File: config.mk
export PLATFORM = sky130hd
export DESIGN_NAME = systolic_array_nxn
export DESIGN_NICKNAME = d
export VERILOG_FILES = /design/src/rtl/sa_pkg.sv /design/src/rtl/sa_pe.sv /design/src/rtl/systolic_array_nxn.sv
export SDC_FILE = /design/constraint.sdc
export NUM_CORES = 1
export LEC_CHECK = 0
export BUFFER_PORTS_ARGS = -buffer_cell sky130_fd_sc_hd__buf_2
export CAP_MARGIN = 20
export CORE_MARGIN = 5
export CORE_UTILIZATION = 34
export CTS_BUF_LIST = sky130_fd_sc_hd__clkbuf_4 sky130_fd_sc_hd__clkbuf_8
export DETAILED_ROUTE_END_ITERATION = 12
export GPL_ROUTABILITY_DRIVEN = 0
export PLACE_DENSITY = 0.55
export SLEW_MARGIN = 10
export SYNTH_ARGS = -nofsm -noshare
export SYNTH_HDL_FRONTEND = slang
export SYNTH_SLANG_ARGS = --single-unit
File: constraint.sdc
create_clock -name clk -period 17.5 [get_ports clk]
set_input_delay 0 -clock clk [delete_from_list [all_inputs] [get_ports clk]]
set_output_delay 0 -clock clk [all_outputs]
set_load 0.02 [all_outputs]
File: src/rtl/sa_pkg.sv
// Shared types and helpers for the N x N systolic matrix multiplier.
package sa_pkg;

  typedef enum logic [1:0] {
    ST_IDLE  = 2'd0,
    ST_LOAD  = 2'd1,
    ST_DRAIN = 2'd2,
    ST_DONE  = 2'd3
  } sa_state_t;

  // Accumulator width: full product plus headroom for N summed products.
  function automatic int unsigned sa_calc_aw(input int unsigned n, input int unsigned dw);
    return 2 * dw + $clog2(n);
  endfunction

endpackage

File: src/rtl/sa_pe.sv
// Processing element: multiply-accumulate, forwarding a right and b down.
module sa_pe #(
  parameter int unsigned DW = 4,
  parameter int unsigned AW = 10
) (
  input  logic          clk,
  input  logic          rst_n,
  input  logic          clr,
  input  logic          sgn,
  input  logic [DW-1:0] a_in,
  input  logic [DW-1:0] b_in,
  output logic [DW-1:0] a_out,
  output logic [DW-1:0] b_out,
  output logic [AW-1:0] acc
);

  localparam int unsigned PW = 2 * DW;
  localparam int unsigned EW = AW - PW;

  logic [DW-1:0] a_out_q, a_out_d;
  logic [DW-1:0] b_out_q, b_out_d;
  logic [AW-1:0] acc_q, acc_d;
  logic [PW-1:0] a_x, b_x, prod;
  logic [AW-1:0] prod_x;

  // Extend operands to product width so one multiplier serves both modes.
  always_comb begin
    a_x     = sgn ? {{DW{a_in[DW-1]}}, a_in} : {{DW{1'b0}}, a_in};
    b_x     = sgn ? {{DW{b_in[DW-1]}}, b_in} : {{DW{1'b0}}, b_in};
    prod    = a_x * b_x;
    prod_x  = sgn ? {{EW{prod[PW-1]}}, prod} : {{EW{1'b0}}, prod};
    a_out_d = a_in;
    b_out_d = b_in;
    acc_d   = acc_q + prod_x;
    if (clr) begin
      a_out_d = '0;
      b_out_d = '0;
      acc_d   = '0;
    end
  end

  // PE state registers.
  always_ff @(posedge clk or negedge rst_n) begin
    if (!rst_n) begin
      a_out_q <= '0;
      b_out_q <= '0;
      acc_q   <= '0;
    end else begin
      a_out_q <= a_out_d;
      b_out_q <= b_out_d;
      acc_q   <= acc_d;
    end
  end

  assign a_out = a_out_q;
  assign b_out = b_out_q;
  assign acc   = acc_q;

endmodule

File: src/rtl/systolic_array_nxn.sv
// N x N output-stationary systolic array computing C = A x B from N streamed beats.
module systolic_array_nxn
  import sa_pkg::*;
#(
  parameter int unsigned N  = 4,
  parameter int unsigned DW = 4,
  parameter int unsigned AW = sa_calc_aw(N, DW)
) (
  input  logic              clk,
  input  logic              rst_n,
  input  logic              start,
  input  logic              signed_mode,
  input  logic              in_valid,
  output logic              in_ready,
  input  logic [N*DW-1:0]   a_col,
  input  logic [N*DW-1:0]   b_row,
  output logic              res_valid,
  input  logic              res_ready,
  output logic [N*N*AW-1:0] res_data,
  output logic              busy
);

  localparam int unsigned CW = $clog2(2 * N);

  sa_state_t     state_q, state_d;
  logic [CW-1:0] cnt_q, cnt_d;
  logic          in_ready_q, in_ready_d;
  logic          res_valid_q, res_valid_d;
  logic          busy_q, busy_d;
  logic          sgn_q, sgn_d;
  logic          clr_c;
  logic          beat_c;

  logic [DW-1:0] a_w [N][N];
  logic [DW-1:0] b_w [N][N];
  logic [AW-1:0] acc_w [N][N];
  logic [DW-1:0] a_edge_unused [N];
  logic [DW-1:0] b_edge_unused [N];

  assign clr_c  = (state_q == ST_IDLE) && start;
  assign beat_c = in_valid && in_ready_q;

  // Next-state and registered-output logic; one counter tracks beats, then drain.
  always_comb begin
    state_d     = state_q;
    cnt_d       = cnt_q;
    in_ready_d  = in_ready_q;
    res_valid_d = res_valid_q;
    busy_d      = busy_q;
    sgn_d       = sgn_q;
    case (state_q)
      ST_IDLE: begin
        if (start) begin
          state_d    = ST_LOAD;
          cnt_d      = '0;
          in_ready_d = 1'b1;
          busy_d     = 1'b1;
          sgn_d      = signed_mode;
        end
      end
      ST_LOAD: begin
        if (beat_c) begin
          if (cnt_q == CW'(N - 1)) begin
            state_d    = ST_DRAIN;
            cnt_d      = '0;
            in_ready_d = 1'b0;
          end else begin
            cnt_d = cnt_q + CW'(1);
          end
        end
      end
      ST_DRAIN: begin
        if (cnt_q == CW'(2 * N - 2)) begin
          state_d     = ST_DONE;
          cnt_d       = '0;
          res_valid_d = 1'b1;
        end else begin
          cnt_d = cnt_q + CW'(1);
        end
      end
      ST_DONE: begin
        if (res_ready) begin
          state_d     = ST_IDLE;
          res_valid_d = 1'b0;
          busy_d      = 1'b0;
        end
      end
      default: state_d = ST_IDLE;
    endcase
  end

  // Control registers.
  always_ff @(posedge clk or negedge rst_n) begin
    if (!rst_n) begin
      state_q     <= ST_IDLE;
      cnt_q       <= '0;
      in_ready_q  <= 1'b0;
      res_valid_q <= 1'b0;
      busy_q      <= 1'b0;
      sgn_q       <= 1'b0;
    end else begin
      state_q     <= state_d;
      cnt_q       <= cnt_d;
      in_ready_q  <= in_ready_d;
      res_valid_q <= res_valid_d;
      busy_q      <= busy_d;
      sgn_q       <= sgn_d;
    end
  end

  assign in_ready  = in_ready_q;
  assign res_valid = res_valid_q;
  assign busy      = busy_q;

  // Skew lines: row/column i sees i extra stages; zeros enter when no beat is taken.
  for (genvar gi = 0; gi < int'(N); gi++) begin : g_skew
    logic [DW-1:0] a_sk_q [gi+1];
    logic [DW-1:0] a_sk_d [gi+1];
    logic [DW-1:0] b_sk_q [gi+1];
    logic [DW-1:0] b_sk_d [gi+1];

    // Shift one stage per cycle, loading the new beat (or a bubble) at stage 0.
    always_comb begin
      for (int s = 0; s <= gi; s++) begin
        a_sk_d[s] = '0;
        b_sk_d[s] = '0;
      end
      if (!clr_c) begin
        a_sk_d[0] = beat_c ? a_col[gi*DW +: DW] : '0;
        b_sk_d[0] = beat_c ? b_row[gi*DW +: DW] : '0;
        for (int s = 0; s < gi; s++) begin
          a_sk_d[s+1] = a_sk_q[s];
          b_sk_d[s+1] = b_sk_q[s];
        end
      end
    end

    // Skew stage registers.
    always_ff @(posedge clk or negedge rst_n) begin
      if (!rst_n) begin
        for (int s = 0; s <= gi; s++) begin
          a_sk_q[s] <= '0;
          b_sk_q[s] <= '0;
        end
      end else begin
        a_sk_q <= a_sk_d;
        b_sk_q <= b_sk_d;
      end
    end

    assign a_w[gi][0] = a_sk_q[gi];
    assign b_w[0][gi] = b_sk_q[gi];
  end

  // PE grid: a flows right along rows, b flows down along columns.
  for (genvar gi = 0; gi < int'(N); gi++) begin : g_row
    for (genvar gj = 0; gj < int'(N); gj++) begin : g_col
      logic [DW-1:0] a_fwd;
      logic [DW-1:0] b_fwd;

      sa_pe #(
        .DW(DW),
        .AW(AW)
      ) u_pe (
        .clk  (clk),
        .rst_n(rst_n),
        .clr  (clr_c),
        .sgn  (sgn_q),
        .a_in (a_w[gi][gj]),
        .b_in (b_w[gi][gj]),
        .a_out(a_fwd),
        .b_out(b_fwd),
        .acc  (acc_w[gi][gj])
      );

      if (gj < int'(N) - 1) begin : g_a_next
        assign a_w[gi][gj+1] = a_fwd;
      end else begin : g_a_edge
        assign a_edge_unused[gi] = a_fwd;
      end

      if (gi < int'(N) - 1) begin : g_b_next
        assign b_w[gi+1][gj] = b_fwd;
      end else begin : g_b_edge
        assign b_edge_unused[gj] = b_fwd;
      end

      assign res_data[(gi*int'(N)+gj)*int'(AW) +: AW] = acc_w[gi][gj];
    end
  end

endmodule
; After elaboration in Yosys (flattened, before gate mapping)
; Cells that the tools add are included.
[word_totals]
input_bits = 38
regBits = 345
[op_classes]
n_mux = 123
eq_ne = 10
multipliers = 16
n_addsub = 17
reduce_logical = 13
[ops]
columns = cell, count
row1 = $mux 10, 32
row2 = $mux 8, 34
row3 = $add 10x10->10, 16
row4 = $mux 4, 34
row5 = $mul 8x8->8, 16
row6 = $mux 16, 2
row7 = $mux 12, 2
row8 = $mux 3, 4
row9 = $mux 2, 5
row10 = $ne 2x2->1 const B, 5
row11 = $pmux 3 s3, 1
row12 = $reduce_and 3->1, 3
row13 = $pmux 2 s4, 1
row14 = $pmux 1 s2, 3
row15 = $reduce_bool 2->1, 3
row16 = $mux 1, 5
row17 = $reduce_and 5->1, 1
row18 = $eq 2x2->1 const B, 2
row19 = $reduce_and 4->1, 1
row20 = $add 3x1->3 const B, 1
row21 = $eq 3x2->1 const B, 1
row22 = $eq 3x3->1 const B, 1
row23 = $reduce_bool 3->1, 1
row24 = $eq 2x1->1 const B, 1
row25 = 3 further kinds, 4

; Longest topological paths before layout
[depth]
ltp_word = 5
depth_mapped = 26
ltp_nobuf = 22

; Hierarchy
; A second synthesis with hierarchy kept.
[unflattened]
cells_unflattened = 3135
hier_area_um2 = 31657.9
[by_module_without_submodules]
columns = mod, cells_per_inst, area_per_inst_um2, instances, seq_area_each_um2
row1 = sa_pe at g_row[0].g_col[0].u_pe ..., 178, 1780.5, 8, 450.4
row2 = sa_pe at g_row[2].g_col[3].u_pe ..., 188, 1798.0, 4, 450.4
row3 = sa_pe at g_row[2].g_col[1].u_pe ..., 181, 1790.5, 2, 450.4
row4 = systolic_array_nxn, 233, 3160.5, 1, 2227.1
row5 = sa_pe at g_row[3].g_col[2].u_pe, 182, 1750.4, 1, 450.4
row6 = sa_pe at g_row[2].g_col[0].u_pe, 182, 1730.4, 1, 450.4

; Worst setup path after synthesis
; No wires, ideal clock.
[synth_timing]
path_kind = register -> register
startpoint = reg sgn_q
endpoint = reg g_row[0].g_col[1].u_pe.acc_q[9]
setup_time_ps = 79
required_ps = 17421
synth_period_minus_slack_ps = 5888
slack_ps = 11612
n_path_buf = 4
path_stages_with_launch = 23
arrival_ps = 5809
cell_sequence = dfrtp_1 buf_2 clkbuf_1 clkbuf_1 clkbuf_1 nand3_1 fa_1 fa_1 fa_1 fa_1 inv_1 ha_1 a21oi_1 xnor2_1 xnor2_1 xnor2_1 nor2_2 ha_1 a21oi_1 a21oi_1 a41o_2 or4_1 mux2i_1
[synth_via]
elab_chain_len = 5
[synth_lines]
columns = element, line_no
row1 = "start, declared", systolic_array_nxn.sv:30  ; logic sgn_q, sgn_d;
row2 = "start signal, assigned", systolic_array_nxn.sv:107  ; sgn_q <= sgn_d;
row3 = $mux 8 (on tied branches), "sa_pe.sv:28, sa_pe.sv:29"
row4 = $mul 8x8->8, sa_pe.sv:30  ; prod = a_x * b_x;
row5 = $mux 10 (*), sa_pe.sv:31  ; prod_x = sgn ? {{EW{prod[PW-1]}}, prod} : {{EW{1'b0}}, prod};
row6 = $add 10x10->10 (*), sa_pe.sv:34  ; acc_d = acc_q + prod_x;
row7 = $mux 10 (*), sa_pe.sv:35  ; if (clr) begin
row8 = via g_row[0].g_col[1].u_pe.acc_d[9], sa_pe.sv:22  ; logic [AW-1:0] acc_q, acc_d;
row9 = "end signal, assigned", sa_pe.sv:47  ; acc_q <= '0;
row10 = "end signal, assigned", sa_pe.sv:51  ; acc_q <= acc_d;
row11 = "end, declared", sa_pe.sv:22
; Mark *: on every way through the listed nets, which the timed path passes. The rest lies on a longest branch.
; A chain may end at the register's enable or synchronous reset.

; Worst setup path in the final report
[layout_timing]
startpoint = reg sgn_q
endpoint = reg g_row[1].g_col[3].u_pe.acc_q[9]
[layout_via]
elab_chain_len = 5
[layout_lines]
columns = element, line_no
row1 = $mux 8 (on tied branches), "sa_pe.sv:28, sa_pe.sv:29"
row2 = $mul 8x8->8, sa_pe.sv:30
row3 = $mux 10 (*), sa_pe.sv:31
row4 = $add 10x10->10 (*), sa_pe.sv:34
row5 = $mux 10 (*), sa_pe.sv:35
row6 = via g_row[1].g_col[3].u_pe.acc_d[9], sa_pe.sv:22
row7 = "end signal, assigned", sa_pe.sv:47
row8 = "end signal, assigned", sa_pe.sv:51
row9 = "end, declared", sa_pe.sv:22
; Marks and branches as above.

==> impl_metrics.env <==
export IMPL_tns_ns=0
export IMPL_fill_cells=8932
export IMPL_fin_ws_ns=11.11
export IMPL_critical_path_max_stage_delay_ns=1.02
export IMPL_grt_overflow=0
export IMPL_fin_skew_ns=0.0448
export IMPL_worst_endpoint_required_ns=17.98
export IMPL_wl_per_cell_um=15.4
export IMPL_clockBufferDepth=3
export IMPL_critPathMostFrequentCell="fa_1"
export IMPL_antenna_left=0
export IMPL_io_pins=201
export IMPL_grt_max_degree=134
export IMPL_postCtsHoldBufs=56
export IMPL_grt_pass1_vias=22200
export IMPL_ys_warn_count=0
export IMPL_core_area_um2=89600
export IMPL_post_dp_cell_area_um2=32900
export IMPL_pre_cts_ws_ns=11.10
export IMPL_nets=3992
export IMPL_reg2reg_from="sgn_q$_DFFE_PN0P_"
export IMPL_drt_total_wl_um=70500
export IMPL_final_cell_mix="inv_1 (467), ha_1 (409), and2_1 (399)"
export IMPL_rsz0062_at_grt="false"
export IMPL_route_detailed_drc=0
export IMPL_synth_area_top_cells="dfrtp_1 (28%), ha_1 (17%), fa_1 (14%)"
export IMPL_ys_types=48
export IMPL_cp_num_buf_inv=2
export IMPL_gr_usage_all_layers_pct=15.1
export IMPL_seq_area_frac_synth_pct=28.2
export IMPL_die_area_um2=96100
export IMPL_p_per_area_nw_per_um2=89.4
export IMPL_ys_flop_type="dfrtp_1"
export IMPL_drt_pass1_iter_count=5
export IMPL_drive_gt1_share_pct=11.1
export IMPL_r2r_slack_ns=11.11
export IMPL_row_count=110
export IMPL_cp_end_kind="flip-flop"
export IMPL_dpl_hpwl_um=52700
export IMPL_cp_arrival_ns=6.86
export IMPL_route_met3_wl_um=2930
export IMPL_critPathMaxFanout=84
export IMPL_vias=21000
export IMPL_numCtsBuffers=73
export IMPL_htreeDepth=3
export IMPL_cts_setup_buffers=0
export IMPL_syn_inst=3061
export IMPL_cap_violations=0
export IMPL_startpoint_type="flip-flop"
export IMPL_wl_met2_um=33600
export IMPL_yosysTopAreaCell="dfrtp_1"
export IMPL_grt_pass1_wl_um=117000
export IMPL_peakVddDrop_mv=0.106
export IMPL_layout_worst_path_cycle_share_pct=36.5
export IMPL_vias_per_cell=4.60
export IMPL_synth_edff_count=0
export IMPL_hold_path_class="in2async"
export IMPL_die_w_um=310
export IMPL_crit_type="reg2reg"
export IMPL_syn_area_um2=30600
export IMPL_fin_hold_ws_ns=0.0854
export IMPL_slowest_stage="dfrtp_4"
export IMPL_stdcell_area_um2=35000
export IMPL_relSlewSlack_pct=32.5
export IMPL_ff2ff_path_depth=19
export IMPL_topRoutingLayerUsed="met4"
export IMPL_reg2reg_to="g_row[1].g_col[3].u_pe.acc[9]$_DFF_PN0_"
export IMPL_synth_top_area_share_pct=28.2
export IMPL_final_common_cell="inv_1"
export IMPL_syn_area_per_cell_um2=9.99
export IMPL_worstMarginPinSlew_ns=1.01
export IMPL_p_leak_nw=20.3
export IMPL_cts_sinks=345
export IMPL_slew_violations=0
export IMPL_start_util_pct=34.1
export IMPL_ctsResizeCount=0
export IMPL_dp_cells=4381
export IMPL_fmax_mhz=157
export IMPL_multi_input_area_um2=19900
export IMPL_worst_path_dominant_cell_family="adder cells"
export IMPL_instances_no_fill=4569
export IMPL_fp_dieH_um=310
export IMPL_synth_seq_cells=345
export IMPL_antenna_found_initial=5
export IMPL_clock_root_buffer="clkbuf_8"
export IMPL_period_minus_slack_ns=6.39
export IMPL_tritoncts="built"
export IMPL_area_growth_pct=14.6
export IMPL_io_buffers=200
export IMPL_syn_nets=3716
export IMPL_insertion_delay_ns=0.67
export IMPL_async_reset_ff_share_pct=100
export IMPL_seq_area_um2=8640
export IMPL_wl_met1_um=32400
export IMPL_finalSetupViolCount=0
export IMPL_path_clk_slew_ns=0.06
export IMPL_status="completed"
export IMPL_path_cells="buf_4, nand3_1, fa_1, fa_1, fa_1, fa_1, inv_1, ha_1, a21oi_1, xor3_2, xnor2_1, nor2_1, ha_1, a21oi_1, nor2b_1, a32oi_1, o311ai_0, xor2_1, nor2_1"
export IMPL_first_iter_violations=826
export IMPL_hold_viol_final=0
where the power goes:
| group | internal, mW | total [mW] | switching (mW) |
|---|---|---|---|
| Combinational | 0.376 | 1.00 | 0.628 |
| Clock | 0.537 | 0.933 | 0.396 |
| Sequential | 0.976 | 1.20 | 0.220 |
synthesized netlist by cell type, drive strengths merged, types with 42 or more instances:
cell	n
and2	400
nand3	97
clkbuf	61
inv	468
nand2	127
ha	409
xnor2	153
nand2b	45
nor2b	42
dfrtp	345
o21ai	66
fa	208
a21oi	70
a21o	138
nor2	145
xor2	74
logic make-up (layout without fill, tap and decap cells):
| logic type | count (synthesis) | after routing | synth area share (%) |
|---|---|---|---|
| AO/OA/AOI/OAI | 362 | 362 | 8.36 |
| XOR/XNOR | 269 | 269 | 9.67 |
| adder cells (fa/ha/maj) | 617 | 617 | 30.3 |
| buffers and inverters | 532 | 859 | 6.61 |
| flip-flops | 345 | 345 | 28.2 |
| multiplexers | 19 | 19 | 0.622 |
| other | 0 | 5 | 0 |
| AND/OR/NAND/NOR | 917 | 917 | 16.2 |
final cells by class:
type | count | area share, %
Clock inverter | 18 | 0.528
Antenna cell | 5 | 0.0357
Inverter | 468 | 5.01
Multi-Input combinational cell | 2184 | 56.9
Tap cell | 1176 | 4.20
Timing Repair Buffer | 265 | 4.82
Clock buffer | 108 | 3.85
Sequential cell | 345 | 24.6
per-layer routing:
| layer | global-route usage [%] | vias to the layer above |
|---|---|---|
| met3 | 2.70 | 96 |
| met1 | 19.9 | 10200 |
| li1 | - | 10500 |
| met4 | 4.10 | 0 |
| met5 | 0 | - |
| met2 | 25.6 | 290 |
through the flow:
stage	utilization, %	total power [mW]
detailed placement	36.7	2.22
global route	39.1	3.38
floorplan	-	1.82
CTS	39.1	3.21
global placement	36.7	2.21
finish	39.1	3.13
tightest hold or removal path, delay by kind of cell:
family,cells,cell delay [ns]
buffers and inverters,3,1.13
worst max-delay path by stage:
stage	slack, ns	startpoint	cells after the start	endpoint
after floorplan	11.61	sgn_q$_DFFE_PN0P_	22	g_row[0].g_col[1].u_pe.acc[9]$_DFF_PN0_
after global placement	11.22	sgn_q$_DFFE_PN0P_	19	g_row[1].g_col[3].u_pe.acc[9]$_DFF_PN0_
after detailed placement	11.10	sgn_q$_DFFE_PN0P_	19	g_row[1].g_col[3].u_pe.acc[9]$_DFF_PN0_
after CTS	11.08	sgn_q$_DFFE_PN0P_	19	g_row[1].g_col[3].u_pe.acc[9]$_DFF_PN0_
after global routing	10.75	sgn_q$_DFFE_PN0P_	19	g_row[1].g_col[3].u_pe.acc[9]$_DFF_PN0_
final	11.11	sgn_q$_DFFE_PN0P_	19	g_row[1].g_col[3].u_pe.acc[9]$_DFF_PN0_
sequential cells by signal, indices dropped and copies added (netlist names):
register,cells
g_row.g_col.u_pe.acc,160
g_row.g_col.u_pe.a_out,48
g_row.g_col.u_pe.b_out,48
g_skew.a_sk_q,28
g_skew.b_sk_q,28
a_w,12
b_w,12
cnt_q,3
state_q,2
busy,1
in_ready,1
res_valid,1
sgn_q,1
No activity file was read; power rests on OpenSTA's default activity.
